==> src/rtl/kamus_mem_arbiter.sv <==
// kamus_mem_arbiter: shares one word-wide memory port between instruction
// fetch and the LSU. LSU has priority, with a starvation guard for fetch.
// LSU B/H/W accesses become word-aligned requests with byte enables, and
// misaligned accesses get an error response without touching memory.
module kamus_mem_arbiter #(
    parameter int unsigned STARVE_LIMIT = 4
) (
    input  logic        clk_i,
    input  logic        rst_ni,
    // instruction fetch
    input  logic        if_req_i,
    input  logic [31:0] if_addr_i,
    output logic        if_gnt_o,
    output logic        if_rvalid_o,
    output logic [31:0] if_rdata_o,
    output logic        if_err_o,
    // load/store unit
    input  logic        lsu_req_i,
    input  logic        lsu_we_i,
    input  logic [31:0] lsu_addr_i,
    input  logic [1:0]  lsu_width_i,
    input  logic [31:0] lsu_wdata_i,
    output logic        lsu_gnt_o,
    output logic        lsu_rvalid_o,
    output logic [31:0] lsu_rdata_o,
    output logic        lsu_err_o,
    // memory port
    output logic        mem_req_o,
    output logic        mem_we_o,
    output logic [31:0] mem_addr_o,
    output logic [3:0]  mem_be_o,
    output logic [31:0] mem_wdata_o,
    input  logic        mem_gnt_i,
    input  logic        mem_rvalid_i,
    input  logic [31:0] mem_rdata_i
);

    typedef enum logic [1:0] {IDLE, REQ, RSP, ERR} state_e;

    // Counter holds 0..STARVE_LIMIT; the +2 keeps the width >= 1 for a limit of 0.
    localparam int CW = $clog2(STARVE_LIMIT + 2);
    localparam logic [CW-1:0] LIMIT = CW'(STARVE_LIMIT);

    state_e        state_q, state_d;
    logic [CW-1:0] starve_cnt;
    logic          owner_lsu;          // 1: LSU owns the transaction, 0: fetch
    logic [31:0]   addr_q;
    logic          we_q;
    logic [3:0]    be_q;
    logic [31:0]   wdata_q;
    logic          err_q;

    logic          if_starved, lsu_win, if_win;
    logic [31:0]   sel_addr, sel_wdata;
    logic          sel_we, sel_misal;
    logic [3:0]    sel_be;
    logic          in_req, gnt, rsp;

    // Arbitration: LSU first unless fetch has waited out its budget.
    always_comb begin
        if_starved = if_req_i && (starve_cnt == LIMIT);
        lsu_win    = lsu_req_i && !if_starved;
        if_win     = if_req_i && !lsu_win;
    end

    // Payload of the winner: byte lanes, replicated write data, alignment check.
    always_comb begin
        sel_addr  = if_addr_i;
        sel_we    = 1'b0;
        sel_be    = 4'b1111;
        sel_wdata = '0;
        sel_misal = |if_addr_i[1:0];
        if (lsu_win) begin
            sel_addr  = lsu_addr_i;
            sel_we    = lsu_we_i;
            sel_wdata = lsu_wdata_i;
            sel_misal = 1'b0;
            case (lsu_width_i)
                2'b00: begin
                    sel_be    = 4'b0001 << lsu_addr_i[1:0];
                    sel_wdata = {4{lsu_wdata_i[7:0]}};
                end
                2'b01: begin
                    sel_be    = 4'b0011 << {lsu_addr_i[1], 1'b0};
                    sel_wdata = {2{lsu_wdata_i[15:0]}};
                    sel_misal = lsu_addr_i[0];
                end
                2'b10:   sel_misal = |lsu_addr_i[1:0];
                default: sel_misal = 1'b1;
            endcase
        end
    end

    // Next state. An error transaction goes ERR (grant) -> RSP (error response).
    always_comb begin
        state_d = state_q;
        case (state_q)
            IDLE:    if (lsu_win || if_win) state_d = sel_misal ? ERR : REQ;
            REQ:     if (mem_gnt_i) state_d = RSP;
            RSP:     if (err_q || mem_rvalid_i) state_d = IDLE;
            ERR:     state_d = RSP;
            default: state_d = IDLE;
        endcase
    end

    // State, latched transaction and starvation counter.
    always_ff @(posedge clk_i) begin
        if (!rst_ni) begin
            state_q    <= IDLE;
            starve_cnt <= '0;
            owner_lsu  <= 1'b0;
            addr_q     <= '0;
            we_q       <= 1'b0;
            be_q       <= '0;
            wdata_q    <= '0;
            err_q      <= 1'b0;
        end else begin
            state_q <= state_d;
            if (state_q == IDLE) begin
                if (lsu_win || if_win) begin
                    owner_lsu <= lsu_win;
                    addr_q    <= sel_addr;
                    we_q      <= sel_we;
                    be_q      <= sel_be;
                    wdata_q   <= sel_wdata;
                    err_q     <= sel_misal;
                end
                if (lsu_win && if_req_i)
                    starve_cnt <= (starve_cnt == LIMIT) ? starve_cnt : starve_cnt + 1'b1;
                else if (if_win || !if_req_i)
                    starve_cnt <= '0;
            end
        end
    end

    // Outputs: memory side only driven in REQ, responses only toward the owner.
    always_comb begin
        in_req = (state_q == REQ);
        gnt    = (in_req && mem_gnt_i) || (state_q == ERR);
        rsp    = (state_q == RSP) && (err_q || mem_rvalid_i);

        mem_req_o   = in_req;
        mem_we_o    = in_req && we_q;
        mem_addr_o  = in_req ? {addr_q[31:2], 2'b00} : '0;
        mem_be_o    = in_req ? be_q : '0;
        mem_wdata_o = in_req ? wdata_q : '0;

        lsu_gnt_o    = gnt && owner_lsu;
        if_gnt_o     = gnt && !owner_lsu;
        lsu_rvalid_o = rsp && owner_lsu;
        if_rvalid_o  = rsp && !owner_lsu;
        lsu_err_o    = lsu_rvalid_o && err_q;
        if_err_o     = if_rvalid_o && err_q;

        // Load data is right-aligned; writes and errors return zero.
        lsu_rdata_o = (lsu_rvalid_o && !we_q && !err_q) ?
                      (mem_rdata_i >> {addr_q[1:0], 3'b000}) : '0;
        if_rdata_o  = (if_rvalid_o && !err_q) ? mem_rdata_i : '0;
    end

endmodule

==> config.mk <==
export PLATFORM = sky130hd
export DESIGN_NAME = kamus_mem_arbiter
export DESIGN_NICKNAME = d
export VERILOG_FILES = /design/src/rtl/kamus_mem_arbiter.sv
export SDC_FILE = /design/constraint.sdc
export NUM_CORES = 1
export LEC_CHECK = 0
export ABC_CLOCK_PERIOD_IN_PS = 1700
export BUFFER_PORTS_ARGS = -buffer_cell sky130_fd_sc_hd__buf_2
export CORE_UTILIZATION = 41
export CTS_CLUSTER_SIZE = 16
export DETAILED_ROUTE_END_ITERATION = 16
export GPL_ROUTABILITY_DRIVEN = 0
export PLACE_DENSITY = 0.85
export SETUP_SLACK_MARGIN = 0.3
export SLEW_MARGIN = 20
export SYNTH_ARGS = -nofsm -noshare
export SYNTH_HDL_FRONTEND = slang
export SYNTH_SLANG_ARGS = --single-unit
==> constraint.sdc <==
create_clock -name clk_i -period 1.7 [get_ports clk_i]
set_input_delay 0.255 -clock clk_i [delete_from_list [all_inputs] [get_ports clk_i]]
set_output_delay 0.255 -clock clk_i [all_outputs]
set_load 0.05 [all_outputs]
# Yosys cells after proc, flatten, opt, wreduce, memory -nomap -nowiden
# Cells that the tools add are included.
totals:
  reg_bits: 76
  in_bits: 137
  output_inout_bits: 140
  elab_cells: 77
classes:
  add_sub_neg: 1
  eq_ne: 10
  n_shift: 3
  n_mux: 21
  reduce_logical: 34
op_table:
  columns: ["operator", "n"]
  rows:
  - ["32-bit 2-to-1 mux", 6]
  - ["32-bit one-hot mux with 2 select lines", 1]
  - ["32-bit by 5-bit right shift with 32-bit output", 1]
  - ["1-bit logical AND", 16]
  - ["3-bit 2-to-1 mux", 3]
  - ["2-bit 2-to-1 mux", 4]
  - ["4-bit 2-to-1 mux", 2]
  - ["2-bit one-hot mux with 4 select lines", 1]
  - ["4-bit one-hot mux with 2 select lines", 1]
  - ["2-bit equality test (second input constant)", 3]
  - ["1-bit logical NOT", 6]
  - ["2-bit inequality test (second input constant)", 3]
  - ["3-bit AND reduction", 2]
  - ["2-bit by 1-bit equality test with 1-bit output (second input constant)", 2]
  - ["2-bit logical NOT", 2]
  - ["1-bit logical OR", 4]
  - ["2-bit OR reduction", 2]
  - ["1-bit by 2-bit << shifter with 4-bit output (first input constant)", 1]
  - ["2-bit by 2-bit << shifter with 4-bit output (first input constant)", 1]
  - ["3-bit by 1-bit adder with 3-bit output (second input constant)", 1]
  - ["3-bit equality test (second input constant)", 1]
  - ["1-bit one-hot mux with 3 select lines", 1]
  - ["1-bit 2-to-1 mux", 2]
  - ["2-bit by 1-bit inequality test with 1-bit output (second input constant)", 1]
  - ["other kinds (2)", 2]

# Longest topological paths before layout
# Gate-level depths: netlist of run 1.
logic_depth:
  ltp_word: 9
  mapped_depth: 7
  depth_no_buf: 5

# Worst setup path after synthesis of run 1
# Ideal clock, no wire load.
synth_timing:
  kind: "register to output"
  startpoint: "reg state_q[0]"
  endpoint: "out lsu_rdata_o[4]"
  t_arrival_ns: 2.341
  required_time_ns: 1.445
  path_slack_ns: -0.896
  path_stages_with_launch: 7
  path_buffers: 3
  cell_sequence: "dfxtp_1 -> buf_6 -> nand3b_4 -> or3_1 -> clkbuf_1 -> buf_2 -> a211oi_1"
synth_via:
  elab_chain_cells: 6
synth_rtl:
  columns: ["item", "line_no", "source"]
  rows:
  - ["from (decl)", "44", "state_e state_q, state_d;"]
  - ["from (signal assigned)", "118", "state_q <= state_d;"]
  - ["2-bit equality test", "140", "rsp = (state_q == RSP) && (err_q || mem_rvalid_i);"]
  - ["1-bit logical AND", "140", null]
  - ["1-bit logical AND", "150", "lsu_rvalid_o = rsp && owner_lsu;"]
  - ["1-bit logical AND (2 in a row)", "156", "lsu_rdata_o = (lsu_rvalid_o && !we_q && !err_q) ?"]
  - ["32-bit 2-to-1 mux", "156", null]
  - ["to (decl)", "25", "output logic [31:0] lsu_rdata_o,"]
# No other way between the ends.

# Worst setup path in the final report of run 1
layout_timing:
  startpoint: "reg err_q"
  endpoint: "out lsu_rdata_o[3]"
layout_via:
  elab_chain_cells: 6
  word_cells_on_any_way: 7
  cone_classes: "mux: 1; reduce/logical: 6"
layout_rtl:
  columns: ["item", "line_no", "source"]
  rows:
  - ["from (decl)", "51", "logic err_q;"]
  - ["from (signal assigned)", "126", "err_q <= sel_misal;"]
  - ["1-bit logical OR", "140", null]
  - ["1-bit logical AND", "140", null]
  - ["1-bit logical AND", "150", null]
  - ["1-bit logical AND", "156", null]
  - ["1-bit logical AND (*)", "156", null]
  - ["32-bit 2-to-1 mux (*)", "156", null]
# Mark *: on every way between the ends. The rest lies on a longest branch, timed or not.

==> summary.md, run 1 <==
| Metric | Value |
|---|---|
| Syn Inst Count | `between 600 and 700` |
| Core area | `12010 um2` |
| Root Buffer | `clkbuf_16` |
| CTS buffer count | `9` |
| Sequential fraction of the synthesis area | `between 30% and 40%` |
| Worst slew pin tran | `roughly 0.56 ns` |
| Wirelength per Cell | `26.87 um` |
| Vias | `between 7000 and 8000` |
| Post-route design area | `approximately 11000 um2` |
| Critical path arrival | `1.95 ns` |
| Setup TNS Final | `-63.87 ns` |
| Relative slew slack | `a little over three fifths` |
| Worst skew pair latency | `0.34 ns` |
| Clk slew on worst S/H paths | `about 0.07 ns` |
| Area after DPL | `7428 um2` |
| CP Data Required Time | `1.44 ns` |
| Initial antenna violation count | `5` |
| Final core occ | `88.54%` |
| FF-to-FF setup slack | `-0.27 ns` |
| CP Launch Type | `register` |
| Largest net degree at the start of global routing | `49` |
| First-pass GRT wire length | `36.17 mm` |
| DRC | `0` |
| Vias in the first global route | `approximately 6600` |
| VDD IR-drop max | `about 0.64 mV` |
| Failing checks | `negative setup slack` |
| Status | `finished, violations left` |
| CTS H-tree lvls | `3` |
| Inst Count DP | `1041` |
| DIE AREA | `12800 um2` |
| Final #Nets | `~1100` |
| Worst clock skew | `approximately 0.016 ns` |
| Dpl ws | `-0.2068 ns` |
| CP Max Fanout | `5` |
| Syn avg cell area | `approximately 8 um2` |
| Finished Layout Cells | `between 1000 and 1500` |
| Number of synthesized flops with an enable pin | `0` |
| Clock sinks | `76` |
| DP HPWL | `between 10 and 15 mm` |
| Via density | `between 6 and 7` |
| Achievable frequency | `453.7 MHz` |
| Die height | `around 110 um` |
| Main flop type after synthesis | `dfxtp_1` |
| Pwr/cell area | `778.4 nW/um2` |
| Boundary Pins | `277` |
| ANT nets after route | `0` |
| Setup crit end kind | `output pin` |
| Max Root-Sink Buffers | `2` |
| Initial drt markers | `952` |
| DRT Pass-1 Iters | `7` |
| Post-synthesis register bit count | `76` |
| Port bufs | `~270` |
| Kind of critical path | `register to output pin` |
| Pleak | `between 4 and 5 nW` |
| Post-Syn Area | `around 5100 um2` |
| CTS tree | `done` |
| Total congestion overflow | `0` |
| Final hold vios | `0` |
| Row count | `40` |
| Initial Util | `a little over two fifths` |
| RSZ-0062 raised after global routing | `true` |
| Fin crit period | `between 2 and 2.5 ns` |
| Final Hold Slack | `between 0.2 and 0.25 ns` |
| Max-Cap Viols | `0` |
| Post-synthesis async set-or-reset flop share | `0%` |
| CTS Hold Bufs | `0` |
| Pwr Total | `around 8.3 mW` |
| Total Routing Usage GR | `roughly 36%` |
| Final Max Tran Viols | `0` |
| Yosys Warn Count | `0` |
| Final worst slack | `-0.5043 ns` |
| Area grow syn2layout | `110.0%` |
| Hold Path Class | `primary input to register` |
| Setup violators final | `roughly 210` |
| Fraction of layout cells with a size suffix above 1 | `about 66%` |
| DRT Wirelength | `approximately 30 mm` |
| Final period util | `129.7%` |
| Die W | `113.1 um` |
| Netlist cell types | `48` |
==> sequential cells by signal, indices dropped and copies added, names as in the netlist <==
signal      count
owner_lsu       1
wdata_q        32
starve_cnt      3
we_q            1
be_q            4
state_q         2
addr_q         32
err_q           1
==> final cells by class <==
class / instances / area, um2
tap: 147 / 183.9
inverter: 6 / 22.52
fill: 527 / 1376
multi-input combinational: 488 / 4258
antenna: 5 / 12.51
clock buffer: 10 / 229.0
clock inverter: 6 / 72.57
timing repair buffer: 381 / 4327
sequential: 76 / 1530
==> timing repair <==
item                                    4_1_cts  5_1_grt
pin swaps                                    25       90
gates resized for setup                     394      174
gates cloned                                  9       17
endpoints found under the setup margin      210      214
buffers inserted                             21       10
==> power breakdown <==
group          leakage (nW)  switching (mW)  internal (mW)  total [mW]
Sequential            0.629           0.165           2.00        2.16
Combinational          3.67            2.18           1.93        4.11
Clock                 0.143           0.854           1.15        2.01
==> final timing paths <==
path,start,end,cells past startpoint
worst min register to register,wdata_q[2],wdata_q[2],2
worst max-delay path,err_q,lsu_rdata_o[3],5
worst min-delay path,lsu_addr_i[2],addr_q[2],3
worst max register to register,state_q[0],wdata_q[26],9
==> synthesized netlist by cell type, types with 8 or more instances <==
cell	number	area (um2)
o21ai_0	60	300.3
mux2_2	8	90.09
mux2i_1	32	320.3
a2bb2oi_1	8	70.07
a21oi_1	55	275.3
nand3_1	35	175.2
dfxtp_1	76	1521
a311oi_1	34	297.8
a211oi_1	16	120.1
and2_1	108	675.7
o32ai_1	8	70.07
a32o_1	8	80.08
nand4_1	18	112.6
clkbuf_1	42	157.7
buf_2	18	90.09
nor3_1	9	45.04
nand2_1	20	75.07
nor2_1	19	71.32
nor2b_1	13	81.33
==> layout by cell type (no fill, tap or decap), types with 6 or more instances in the layout <==
cell type    n
buf_2      136
buf_8      117
and2_4     108
dfxtp_1     69
a21oi_1     46
buf_6       44
o21ai_0     40
buf_4       34
nand3_1     33
mux2i_1     27
buf_12      27
clkbuf_16   23
nand2_1     19
a311oi_1    18
nand4_1     18
nor2_4      16
a311oi_2    16
o21ai_2     14
nor2b_1     12
nor3_4       9
a21oi_2      9
buf_16       9
a211oi_1     8
a211oi_4     8
a32o_1       8
mux2_2       8
dfxtp_2      7
a2bb2oi_2    6
o32ai_2      6
==> cell families (layout without fill, tap and decap cells) <==
logic type                 count (synthesis)  count (layout)  synth area share, %
and+or+nand+nor                          241             241                27.75
other                                      1               7              0.07406
buffers and inverters                     81             403                7.116
DFF                                       76              76                30.05
adders and majority gates                  2               2               0.4941
AOI/OAI and AO/OA                        203             203                26.41
muxes                                     40              40                8.105
==> layer usage <==
layer  wire length (um)  track usage (%)  part of all wire [%]  up-vias
li1                   -                -                     -     3007
met1              10020            38.50                    33     3460
met2              14530            65.28                    48      689
met3               2871            7.552                   9.6      231
met4               2636            23.68                   8.8        0
met5                  0                0                     0        -
==> worst max-delay path, stage by stage, from the launching register on <==
cell and delay, ns:
dfxtp_1 0.35, nand2b_1 0.21, or3_4 0.46, buf_12 0.19, a211oi_4 0.19, buf_6 0.19
No activity file was read; power rests on OpenSTA's default activity.
==> inputs of run 2 (changes only) <==
Settings changed: ABC_CLOCK_PERIOD_IN_PS 1700 to 2400, CORE_UTILIZATION 41 to 46, PLACE_DENSITY 0.85 to 0.89.
Clock period 1.7 ns to 2.4 ns, I/O delays scaled along.
==> run 2 against run 1 <==
- the flow still finishes with violations (negative setup slack)
- register-to-register slack better by 0.69 ns
- core utilization is 9.2 points lower
- setup slack better by 0.50 ns
- die area is 11% lower
- global-route usage is 1.9 points lower
- routed wire length is 14% lower
- clock-buffer cell count is 1 lower
- critical path depth stayed put
- critical endpoint is now lsu_rdata_o[2]
- highest routed layer is now met5
==> summary.md, run 2 (synthesized netlist as in run 1, its figures left out) <==
| Metric | Value |
|---|---|
| CTS tree | `done` |
| CP Launch Type | `register` |
| Initial Util | `48.18% (+6.0 points)` |
| Critical R2R Launch | `state_q[1]` |
| Initial antenna violation count | `4 (-1)` |
| Setup violators final | `1 (-99.5%)` |
| Final period util | `100.2%` |
| Worst clock skew | `0.004836 ns (-0.01069 ns)` |
| Final core occ | `79.38% (-9.2 points)` |
| DRT Pass-1 Iters | `7 (unchanged)` |
| HP Start | `if_addr_i[16]` |
| Setup crit end kind | `output pin` |
| Root Buffer | `clkbuf_8` |
| CTS Hold Bufs | `0 (unchanged)` |
| Worst skew pair latency | `0.35 ns (about the same)` |
| Cells on worst reg2reg path | `6 (-3)` |
| Final Hold Slack | `0.2832 ns (+0.07447 ns)` |
| Fraction of layout cells with a size suffix above 1 | `49.84% (-17 points)` |
| Hold Path Class | `primary input to register` |
| Vias | `6918 (-6.3%)` |
| Worst slew pin tran | `0.8646 ns (+0.3094 ns)` |
| Most common cell after layout, fill and taps aside | `buf_2` |
| Die height | `106.9 um (-5.5%)` |
| Core area | `10510 um2 (-13%)` |
| Kind of critical path | `register to output pin` |
| Clk slew on worst S/H paths | `0.08 ns (about the same)` |
| Clock sinks | `76 (unchanged)` |
| Max Root-Sink Buffers | `2 (unchanged)` |
| CP Max Fanout | `13 (+8)` |
| Pleak | `3.621 nW (-18%)` |
| Pwr/cell area | `539.9 nW/um2 (-31%)` |
| Fin crit period | `approximately 2.4 ns` |
| Commonest non-fill, non-tap cells in the layout | `buf_2 (162), dfxtp_1 (71), and2_1 (67)` |
| Initial drt markers | `835 (-12%)` |
| Crit path from | `addr_q[1]` |
| ANT nets after route | `0 (unchanged)` |
| Final #Nets | `1046 (-5.0%)` |
| CTS H-tree lvls | `3 (unchanged)` |
| Total Routing Usage GR | `34.43% (-1.9 points)` |
| Final hold vios | `0 (unchanged)` |
| RSZ-0062 raised after global routing | `true` |
| Total congestion overflow | `0 (unchanged)` |
| CP Capture Point | `lsu_rdata_o[2]` |
| Die W | `106.9 um (-5.5%)` |
| FF-to-FF setup slack | `0.42 ns (+0.69 ns)` |
| Boundary Pins | `277 (unchanged)` |
| First-pass GRT wire length | `30.79 mm (-15%)` |
| Wirelength per Cell | `24.46 um (-8.9%)` |
| Row count | `37 (-7.5%)` |
| CTS buffer count | `9 (unchanged)` |
| VDD IR-drop max | `0.3747 mV (-41%)` |
| Achievable frequency | `approximately 420 MHz` |
| R2r endpoint | `wdata_q[31]` |
| DIE AREA | `11430 um2 (-11%)` |
| Vias in the first global route | `5889 (-11%)` |
| Area grow syn2layout | `64.74%` |
| CP Data Required Time | `2.04 ns (+0.60 ns)` |
| DP HPWL | `13.36 mm (-0.94%)` |
| Largest net degree at the start of global routing | `70 (+43%)` |
| Biggest regs | `addr_q: 32 flops, wdata_q: 32 flops, be_q: 4 flops` |
| Port bufs | `274 (unchanged)` |
| Critical path arrival | `2.04 ns (+0.09 ns)` |
| Max-Cap Viols | `0 (unchanged)` |
| DRT Wirelength | `25.71 mm (-14%)` |
| DRC | `0 (unchanged)` |
| Final Max Tran Viols | `0 (unchanged)` |
| Status | `finished, violations left` |
| Relative slew slack | `42.30% (-21 points)` |
| Via density | `6.582 (-0.29%)` |
| Final worst slack | `-0.004560 ns (+0.4997 ns)` |
| Failing checks | `negative setup slack` |
==> run 2: changes by cell type in the layout (fill, tap and decap cells not counted), moves of 14 or more <==
cell,previous run,this run
buf_8,117,33
clkbuf_16,23,5
a311oi_2,16,0
a311oi_1,18,34
o21ai_2,14,0
buf_4,34,53
buf_12,27,9
and2_4,108,41
buf_2,136,162
and2_1,0,67
o21ai_0,40,60
==> run 2: critical path, cell delays in order (launching register included) <==
cell	delay [ns]
dfxtp_4	0.40
buf_12	0.17
nor2b_1	0.46
a211oi_1	0.17
a211oi_4	0.28
buf_6	0.19
==> run 2: worst min-delay path by stage <==
stage                       end  slack (ns)  cells after the start
global placement     wdata_q[0]        0.45                      2
CTS                  addr_q[24]        0.27                      3
detailed placement  wdata_q[22]        0.46                      2
floorplan            wdata_q[0]        0.44                      2
finish               addr_q[16]        0.28                      3
global route         addr_q[14]        0.29                      3
==> run 2: area by class of cell <==
class,count,area [um2]
clock inverter,6,65.06
sequential,76,1535
tap,136,170.2
antenna,4,10.01
inverter,6,22.52
timing repair buffer,326,2749
clock buffer,9,123.9
multi-input combinational,488,3666
fill,644,2167
==> run 2: what timing repair did <==
| action | 4_1_cts | 5_1_grt |
|---|---|---|
| gates resized for setup | 145 | 211 |
| endpoints found under the setup margin | 131 | 131 |
| pin swaps | 14 | 22 |
| gates cloned | 3 | 10 |
| buffers inserted | 8 | 8 |
==> run 2: routing by layer <==
| metal | GRT usage, % | wire, um |
|---|---|---|
| met1 | 38.82 | 8645 |
| met4 | 21.14 | 1905 |
| met3 | 7.538 | 3281 |
| met5 | 0 | 11 |
| met2 | 59.03 | 11870 |
==> run 2: power by group <==
group / switching [mW] / internal (mW)
combinational: 1.23 / 0.773
clock: 0.514 / 0.477
sequential: 0.0976 / 1.41
total: 1.84 / 2.66
==> run 2: per-stage QoR <==
stage	power [mW]	setup TNS, ns	std cells	instance area (um2)	setup slack [ns]
after detailed placement	3.007	0	1003	6701	0.2370
after global routing	4.660	-0.1784	1049	8337	-0.1703
after CTS	4.075	0	1029	7490	0.1038
final	4.504	-0.004560	1051	8342	-0.004560
after global placement	2.984	0	1003	6701	0.3390
after floorplan	2.571	-0.5326	645	5221	-0.1331
